`config.mk`:
```
export PLATFORM = sky130hd
export DESIGN_NAME = lcd_cmd_exec
export DESIGN_NICKNAME = d
export VERILOG_FILES = /design/src/rtl/lcd_cmd_exec.sv
export SDC_FILE = /design/constraint.sdc
export NUM_CORES = 1
export LEC_CHECK = 0
export ABC_AREA = 1
export CAP_MARGIN = 25
export CORE_MARGIN = 10
export CORE_UTILIZATION = 30
export DETAILED_ROUTE_END_ITERATION = 10
export REMOVE_ABC_BUFFERS = 1
export SYNTH_ARGS = -nofsm -noshare
export SYNTH_HDL_FRONTEND = slang
export SYNTH_SLANG_ARGS = --single-unit
```
`constraint.sdc`:
```
create_clock -name clk -period 4.7 [get_ports clk]
set_input_delay 0.705 -clock clk [delete_from_list [all_inputs] [get_ports clk]]
set_output_delay 0.705 -clock clk [all_outputs]
set_load 0.02 [all_outputs]
```
`src/rtl/lcd_cmd_exec.sv`:
```
// HD44780-style LCD write sequencer: optional address phase, optional data phase, then a completion count.
// Latency: busy from the cycle after acceptance; commands arriving while busy are dropped and flagged.
module lcd_cmd_exec #(
    parameter int T_SU  = 2,
    parameter int T_EH  = 12,
    parameter int T_HD  = 2,
    parameter int T_EX  = 2000,
    parameter int T_EXL = 82000
) (
    input  logic       clk,
    input  logic       rst_n,
    input  logic [7:0] Address_in,
    input  logic [7:0] Control_in,
    input  logic [7:0] Data_in,
    input  logic       cmd_valid,
    output logic       busy,
    output logic [7:0] status,
    output logic       overrun,
    output logic       lcd_rs,
    output logic       lcd_rw,
    output logic       lcd_e,
    output logic [7:0] lcd_data
);

    localparam int TM1  = (T_SU > T_EH) ? T_SU : T_EH;
    localparam int TM2  = (TM1 > T_HD) ? TM1 : T_HD;
    localparam int TM3  = (TM2 > T_EX) ? TM2 : T_EX;
    localparam int TMAX = (TM3 > T_EXL) ? TM3 : T_EXL;
    localparam int CW   = $clog2(TMAX + 1);

    typedef enum logic [3:0] {
        IDLE, A_SU, A_EH, A_HD, A_EX, D_SU, D_EH, D_HD, D_EX, DONE
    } state_t;

    state_t        state, state_nxt;
    logic [CW-1:0] cnt, cnt_nxt;
    logic [6:0]    addr_q, addr_nxt;
    logic [2:0]    ctrl_q, ctrl_nxt;
    logic [7:0]    data_q, data_nxt;
    logic          accept;
    logic          phase_a, phase_d;
    logic          unused_ctrl;

    assign unused_ctrl = &{1'b0, Control_in[7:3]};
    assign lcd_rw      = 1'b0;

    // Counter holds (remaining cycles - 1) of the current state.
    function automatic logic [CW-1:0] load(input state_t s, input logic long_wait);
        case (s)
            A_SU, D_SU: load = CW'(T_SU - 1);
            A_EH, D_EH: load = CW'(T_EH - 1);
            A_HD, D_HD: load = CW'(T_HD - 1);
            A_EX:       load = CW'(T_EX - 1);
            D_EX:       load = long_wait ? CW'(T_EXL - 1) : CW'(T_EX - 1);
            default:    load = '0;
        endcase
    endfunction

    always_comb begin
        accept    = cmd_valid && (state == IDLE);
        addr_nxt  = accept ? Address_in[6:0] : addr_q;
        ctrl_nxt  = accept ? Control_in[2:0] : ctrl_q;
        data_nxt  = accept ? Data_in : data_q;
        state_nxt = state;
        cnt_nxt   = cnt;
        case (state)
            IDLE: if (cmd_valid) begin
                if (Address_in[7])      state_nxt = A_SU;
                else if (!Control_in[2]) state_nxt = D_SU;
                else                    state_nxt = DONE;
            end
            A_SU: if (cnt == '0) state_nxt = A_EH;
            A_EH: if (cnt == '0) state_nxt = A_HD;
            A_HD: if (cnt == '0) state_nxt = A_EX;
            A_EX: if (cnt == '0) state_nxt = ctrl_q[2] ? DONE : D_SU;
            D_SU: if (cnt == '0) state_nxt = D_EH;
            D_EH: if (cnt == '0) state_nxt = D_HD;
            D_HD: if (cnt == '0) state_nxt = D_EX;
            D_EX: if (cnt == '0) state_nxt = DONE;
            DONE: state_nxt = IDLE;
            default: state_nxt = IDLE;
        endcase
        if (state_nxt != state) cnt_nxt = load(state_nxt, ctrl_nxt[1]);
        else if (cnt != '0)     cnt_nxt = cnt - CW'(1);
        phase_a = (state_nxt == A_SU) || (state_nxt == A_EH) ||
                  (state_nxt == A_HD) || (state_nxt == A_EX);
        phase_d = (state_nxt == D_SU) || (state_nxt == D_EH) ||
                  (state_nxt == D_HD) || (state_nxt == D_EX);
    end

    // Outputs are decoded from the next state so they register in step with it.
    always_ff @(posedge clk) begin
        if (!rst_n) begin
            state    <= IDLE;
            cnt      <= '0;
            addr_q   <= '0;
            ctrl_q   <= '0;
            data_q   <= '0;
            busy     <= 1'b0;
            status   <= '0;
            overrun  <= 1'b0;
            lcd_e    <= 1'b0;
            lcd_rs   <= 1'b0;
            lcd_data <= '0;
        end else begin
            state    <= state_nxt;
            cnt      <= cnt_nxt;
            addr_q   <= addr_nxt;
            ctrl_q   <= ctrl_nxt;
            data_q   <= data_nxt;
            busy     <= (state_nxt != IDLE);
            overrun  <= cmd_valid && (state != IDLE);
            lcd_e    <= (state_nxt == A_EH) || (state_nxt == D_EH);
            lcd_rs   <= phase_d ? ctrl_nxt[0] : 1'b0;
            lcd_data <= phase_a ? {1'b1, addr_nxt} : (phase_d ? data_nxt : 8'h00);
            if ((state_nxt == DONE) && (state != DONE))
                status <= status + 8'd1;
        end
    end

endmodule

```
==> impl_metrics.py, run 1 <==
metrics = {
    "run_status": {
        "outcome": "finished clean",
    },
    "hold_path": {
        "whs_path_depth": 2,
        "worstHoldEndpoint": "ctrl_q[2]",
        "worstHoldStart": "ctrl_q[2]",
        "hp-class": "reg2reg",
    },
    "floorplan": {
        "num_io_pins": 48,
        "core_um2": 9330,
        "die_w_um": 119,
        "fp-row-count": 35,
        "die_area_um2": 14100,
        "start_util": 0.312,
        "die_y_um": 119,
    },
    "worst_setup_path": {
        "r2r_slack_ns": 2.37,
        "worstSetupPathType": "in2reg",
        "crit_arrival_ns": 2.86,
        "rr_endpoint": "cnt[2]",
        "r2r_start": "cnt[0]",
        "crit_chain": "clkdlybuf4s50_1 -> inv_1 -> nor2_4 -> inv_1 -> o21ai_0 -> inv_1 -> nand2_1 -> nand3_2 -> a21oi_1",
        "worst_ep_required_time_ns": 4.97,
        "crit_path_start_kind": "input pin",
        "critPathSlowestCell": "clkdlybuf4s50_1",
        "critical_path.endpoint_type": "flip-flop",
        "reg2reg_depth": 13,
        "crit_top_cell": "inv_1",
        "crit_fanout": 21,
        "max_stage_delay_ns": 0.50,
    },
    "timing": {
        "final.setup.tns_ns": 0,
        "fmax_mhz": 386,
        "final-hold-violation-count": 0,
        "rsz0062_at_grt": "false",
        "finalSetupViolCount": 0,
        "fin_crit_ns": 2.59,
        "max-slew-margin-rel": 0.416,
        "worst_pin_slew_ns": 0.875,
        "drv_slew": 0,
        "finClkSkew_ns": 0.00736,
        "worst_hold_slack_ns": 0.472,
        "fin_ws_ns": 2.11,
        "finalCritPeriodShare": 0.551,
    },
    "clocking": {
        "hold_buffers": 0,
        "ctsResizeCount": 0,
        "cts_made_buffers": 9,
        "cts_sinks": 59,
        "cts_htree_levels": 3,
        "cts_buffer_depth": 2,
        "path_clk_slew_ns": 0.06,
        "cts_tree": "built",
        "insertion_delay_ns": 0.34,
        "cts_setup_buffers": 0,
        "root_buffer": "clkbuf_8",
    },
    "global_routing": {
        "antenna_found_initial": 0,
        "grt_util_all_layers": 0.102,
        "grt_pass1_wl_um": 12000,
        "grt_max_degree": 26,
        "overflow": 0,
        "grt_pass1_vias": 2522,
    },
    "power_and_ir_drop": {
        "power_density_nw_per_um2": 674,
        "combPwrFrac": 0.517,
        "clkPwrFrac": 0.188,
        "seqPwrFrac": 0.295,
        "p_leak_nw": 1.58,
        "swShare": 0.448,
        "intPower_mw": 1.34,
        "p_sw_mw": 1.09,
        "irDropWorstVdd_v": 0.000315,
    },
    "flow_run": {
        "drv_cap": 0,
    },
    "route": {
        "num_vias": 2578,
        "firstDrtPassIters": 5,
        "drt-total-wl_um": 6930,
        "wire_per_inst_um": 12.3,
        "ant_nets": 0,
        "drt_iter0_markers": 91,
        "vias_per_cell": 4.58,
        "post-route-drc-count": 0,
    },
    "yosys": {
        "synth_area_um2": 2910,
        "synth_cell_types": 35,
        "postSynthCellCount": 388,
        "synth_area_per_cell_um2": 7.51,
        "seq_area_frac_synth": 0.405,
        "yosysWarnings": 0,
        "synth_seq_cells": 59,
    },
    "placed_design": {
        "portBuffers": 41,
        "dp_slack_ns": 1.70,
        "dp_hpwl_um": 5020,
        "gp_congestion": 0.860,
        "numPlacedInstances": 547,
    },
    "final_layout": {
        "nets": 459,
        "syn_to_final_growth_pct": 24.1,
        "final_common_cell": "nand2_1",
        "layout_common_cells": "nand2_1 (79), nor2_1 (69), dfxtp_1 (59)",
        "drive_above_1_share": 0.111,
        "nFillCells": 966,
        "num_antenna_cells": 0,
        "fin_cells": 563,
    },
}
-- stage by stage --
step | power [mW] | cell area [um^2] | utilization
floorplan | 1.66 | 2850 | -
global placement | 1.98 | 3420 | 0.367
detailed placement | 2.00 | 3420 | 0.367
CTS | 2.47 | 3620 | 0.388
global route | 2.66 | 3620 | 0.388
finish | 2.44 | 3620 | 0.388
-- logic make-up (layout without fill, tap and decap cells) --
| group | Yosys count | count (layout) | synth area share |
|---|---|---|---|
| and+or+nand+nor | 214 | 214 | 0.348 |
| DFF | 59 | 59 | 0.405 |
| AOI/OAI and AO/OA | 44 | 44 | 0.0919 |
| buffers and inverters | 41 | 87 | 0.0605 |
| xor gates and xnor gates | 21 | 21 | 0.0631 |
| muxes | 5 | 5 | 0.0172 |
| adders and majority gates | 3 | 3 | 0.0129 |
| other | 1 | 1 | 0.00129 |
-- sequential cells by signal, indices dropped and copies added (netlist names) --
register and cells:
ctrl_q 3, overrun 1, addr_q 7, data_q 8, cnt 17, busy 1, status 8, lcd_e 1
lcd_data 8, state 4, lcd_rs 1
-- worst max-delay path, delay by kind of cell --
kind            cells  cell delay [ns]
buf+inv             4             1.03
simple gates        3             0.67
compound gates      2             0.45
-- Yosys cell counts, drive strengths merged --
master   n  area, um^2
clkbuf   5        18.8
or2      1        6.26
conb     1        3.75
nor2    79         352
xor2    12         105
a21oi   17         100
nand3b   6        45.0
mux2i    5        50.1
o211ai   7        52.6
nand4    4        25.0
nand3   23         150
inv     29         109
nor3     7        35.0
o21ai   20         115
dfxtp   59        1180
nor4     4        25.0
nand2   89         369
and2     1        6.26
buf      6        45.0
ha       3        37.5
clkinv   1        3.75
xnor2    9        78.8
-- worst max path at each step --
stage / start / end / slack [ns]
floorplan: cmd_valid / cnt[10] / 2.70
global placement: cmd_valid / cnt[7] / 1.70
detailed placement: cmd_valid / cnt[7] / 1.70
CTS: cmd_valid / cnt[7] / 2.07
global route: cmd_valid / cnt[8] / 1.83
finish: cmd_valid / cnt[8] / 2.11
-- power by group through the flow --
stage                     registers [mW]  logic, mW  clock network [mW]
after detailed placement           0.730       1.27                   0
after floorplan                    0.761      0.903                   0
final                              0.719       1.26               0.458
after global placement             0.728       1.26                   0
after global routing               0.734       1.43               0.490
after CTS                          0.720       1.27               0.471
-- per-layer routing --
metal | global-route usage | wire length (um) | vias up
li1 | - | - | 1327
met1 | 0.123 | 3100 | 1187
met2 | 0.159 | 3290 | 54
met3 | 0.0386 | 435 | 10
met4 | 0.0389 | 107 | 0
met5 | 0 | 0 | -
-- layout make-up --
| type | instances | area [um^2] | area share |
|---|---|---|---|
| well taps | 129 | 161 | 0.0446 |
| multi-input cells | 288 | 1560 | 0.430 |
| clock inverters | 4 | 50.0 | 0.0138 |
| repair buffers | 41 | 410 | 0.113 |
| inverters | 30 | 113 | 0.0311 |
| flip-flops and latches | 59 | 1180 | 0.327 |
| clock buffers | 12 | 145 | 0.0401 |
No activity file was read; power rests on OpenSTA's default activity.
==> inputs of run 2 (changes only) <==
==> constraint.sdc (replaced) <==
create_clock -name clk -period 2.4 [get_ports clk]
set_input_delay 0.36 -clock clk [delete_from_list [all_inputs] [get_ports clk]]
set_output_delay 0.36 -clock clk [all_outputs]
set_load 0.02 [all_outputs]
==> impl_metrics.py, run 2 (same netlist as run 1, synthesis figures left out) <==
metrics = {
    "global_routing": {
        "overflow": 0,
        "grt_pass1_vias": 2578,
        "grt_pass1_wl_um": 12300,
        "grt_util_all_layers": 0.105,
        "grt_max_degree": 24,
        "antenna_found_initial": 0,
    },
    "clocking": {
        "root_buffer": "clkbuf_8",
        "cts_sinks": 59,
        "cts_htree_levels": 3,
        "hold_buffers": 0,
        "ctsResizeCount": 0,
        "path_clk_slew_ns": 0.07,
        "cts_setup_buffers": 0,
        "cts_tree": "built",
        "cts_made_buffers": 9,
        "cts_buffer_depth": 2,
        "insertion_delay_ns": 0.35,
    },
    "placed_design": {
        "dp_slack_ns": 0.170,
        "placed_area_um2": 3470,
        "portBuffers": 41,
        "gp_congestion": 0.864,
        "dp_hpwl_um": 5150,
        "numPlacedInstances": 554,
    },
    "route": {
        "wire_per_inst_um": 12.4,
        "drt-total-wl_um": 7060,
        "num_vias": 2611,
        "post-route-drc-count": 0,
        "vias_per_cell": 4.58,
        "ant_nets": 0,
        "drt_iter0_markers": 112,
        "firstDrtPassIters": 4,
    },
    "floorplan": {
        "die_w_um": 119,
        "core_um2": 9330,
        "fp-row-count": 35,
        "die_area_um2": 14100,
        "start_util": 0.312,
        "die_y_um": 119,
        "num_io_pins": 48,
    },
    "timing": {
        "max-slew-margin-rel": 0.662,
        "fin_crit_ns": 2.15,
        "drv_slew": 0,
        "finalSetupViolCount": 0,
        "worst_pin_slew_ns": 0.507,
        "fin_ws_ns": 0.247,
        "finClkSkew_ns": 0.0109,
        "fmax_mhz": 464,
        "finalCritPeriodShare": 0.897,
        "rsz0062_at_grt": "false",
        "final.setup.tns_ns": 0,
        "worst_hold_slack_ns": 0.469,
        "final-hold-violation-count": 0,
    },
    "final_layout": {
        "syn_to_final_growth_pct": 27.5,
        "fin_cells": 570,
        "final_common_cell": "nand2_1",
        "regMostFlops": "cnt",
        "post-route-util": 0.398,
        "layout_common_cells": "nand2_1 (79), nor2_1 (69), dfxtp_1 (59)",
        "finalInstanceArea_um2": 3720,
        "largest_register_ffs": 17,
        "nets": 466,
        "drive_above_1_share": 0.127,
        "nFillCells": 952,
        "num_antenna_cells": 0,
    },
    "worst_setup_path": {
        "critPathTopFamily": "simple AND/OR/NAND/NOR gates",
        "r2r_start": "cnt[0]",
        "rr_endpoint": "cnt[2]",
        "critical_path.endpoint_type": "flip-flop",
        "crit_path_end": "cnt[2]",
        "crit_top_cell": "nand2_1",
        "r2r_slack_ns": 0.25,
        "crit_arrival_ns": 2.37,
        "crit_cells": 14,
        "startpoint": "cnt[0]",
        "crit_fanout": 11,
        "crit_buf_inv": 4,
        "max_stage_delay_ns": 0.34,
        "crit_path_start_kind": "flip-flop",
        "reg2reg_depth": 14,
        "worst_ep_required_time_ns": 2.62,
        "worstSetupPathType": "reg2reg",
        "crit_chain": "inv_1 -> ha_1 -> nand3_1 -> nor2_1 -> nand2_1 -> inv_1 -> nand2_1 -> nand2_1 -> inv_1 -> nand2_2 -> inv_1 -> nand2_1 -> nand2_1 -> nor2_1",
        "critPathSlowestCell": "dfxtp_1",
    },
    "power_and_ir_drop": {
        "seqPwrFrac": 0.277,
        "clkPwrFrac": 0.220,
        "power_density_nw_per_um2": 1360,
        "swShare": 0.429,
        "p_leak_nw": 1.64,
        "irDropWorstVdd_v": 0.000470,
        "intPower_mw": 2.90,
        "p_sw_mw": 2.17,
        "design_power_total_mw": 5.07,
        "combPwrFrac": 0.503,
    },
    "hold_path": {
        "hp-class": "reg2reg",
    },
    "flow_run": {
        "drv_cap": 0,
    },
    "run_status": {
        "outcome": "finished clean",
    },
}
## run 2: cell count changes in the layout (fill, tap and decap cells not counted), sizes merged
cell | previous run | this run
bufinv | 1 | 3
buf | 0 | 7
clkbuf | 12 | 11
clkinvlp | 2 | 0
clkinv | 2 | 3
## run 2: worst min-delay path by stage
stage,endpoint,depth (start not counted),startpoint
final,ctrl_q[2],2,ctrl_q[2]
after global placement,ctrl_q[2],2,ctrl_q[2]
after global routing,ctrl_q[2],2,ctrl_q[2]
after CTS,ctrl_q[2],2,ctrl_q[2]
after floorplan,ctrl_q[2],2,ctrl_q[2]
after detailed placement,ctrl_q[2],2,ctrl_q[2]
## run 2: cell type report
type / instances / area (um^2) / area share
clock buffers: 11 / 141 / 0.0380
clock inverters: 5 / 100 / 0.0269
inverters: 30 / 113 / 0.0303
multi-input cells: 288 / 1560 / 0.419
flip-flops and latches: 59 / 1180 / 0.318
well taps: 129 / 161 / 0.0434
repair buffers: 48 / 463 / 0.125
## run 2: tightest hold or removal path: cells and delay by family (launching register included)
kind | cells | cell delay (ns)
flops | 1 | 0.31
simple gates | 1 | 0.06
compound gates | 1 | 0.05
## run 2: routing by layer
layer	share of wire	vias to the layer above	global-route usage
met3	0.052	18	0.0305
li1	-	1345	-
met5	0	-	0
met1	0.47	1192	0.124
met4	0.029	0	0.0603
met2	0.45	56	0.165
## run 2: power by group through the flow
stage                     sequential, mW  combinational, mW  clock [mW]
after floorplan                     1.49               1.77           0
after global placement              1.42               2.53           0
after detailed placement            1.42               2.55           0
after CTS                           1.41               2.57        1.14
after global routing                1.44               2.89        1.17
final                               1.41               2.55        1.11
==> inputs of run 3 (changes only) <==
--- a/config.mk
+++ b/config.mk
@@ -11,6 +11,7 @@
 export CORE_UTILIZATION = 30
 export DETAILED_ROUTE_END_ITERATION = 10
 export REMOVE_ABC_BUFFERS = 1
+export SLEW_MARGIN = 15
 export SYNTH_ARGS = -nofsm -noshare
 export SYNTH_HDL_FRONTEND = slang
 export SYNTH_SLANG_ARGS = --single-unit
==> results of run 3 <==
The final DEF is identical to that of run 2; final timing and power are the same.
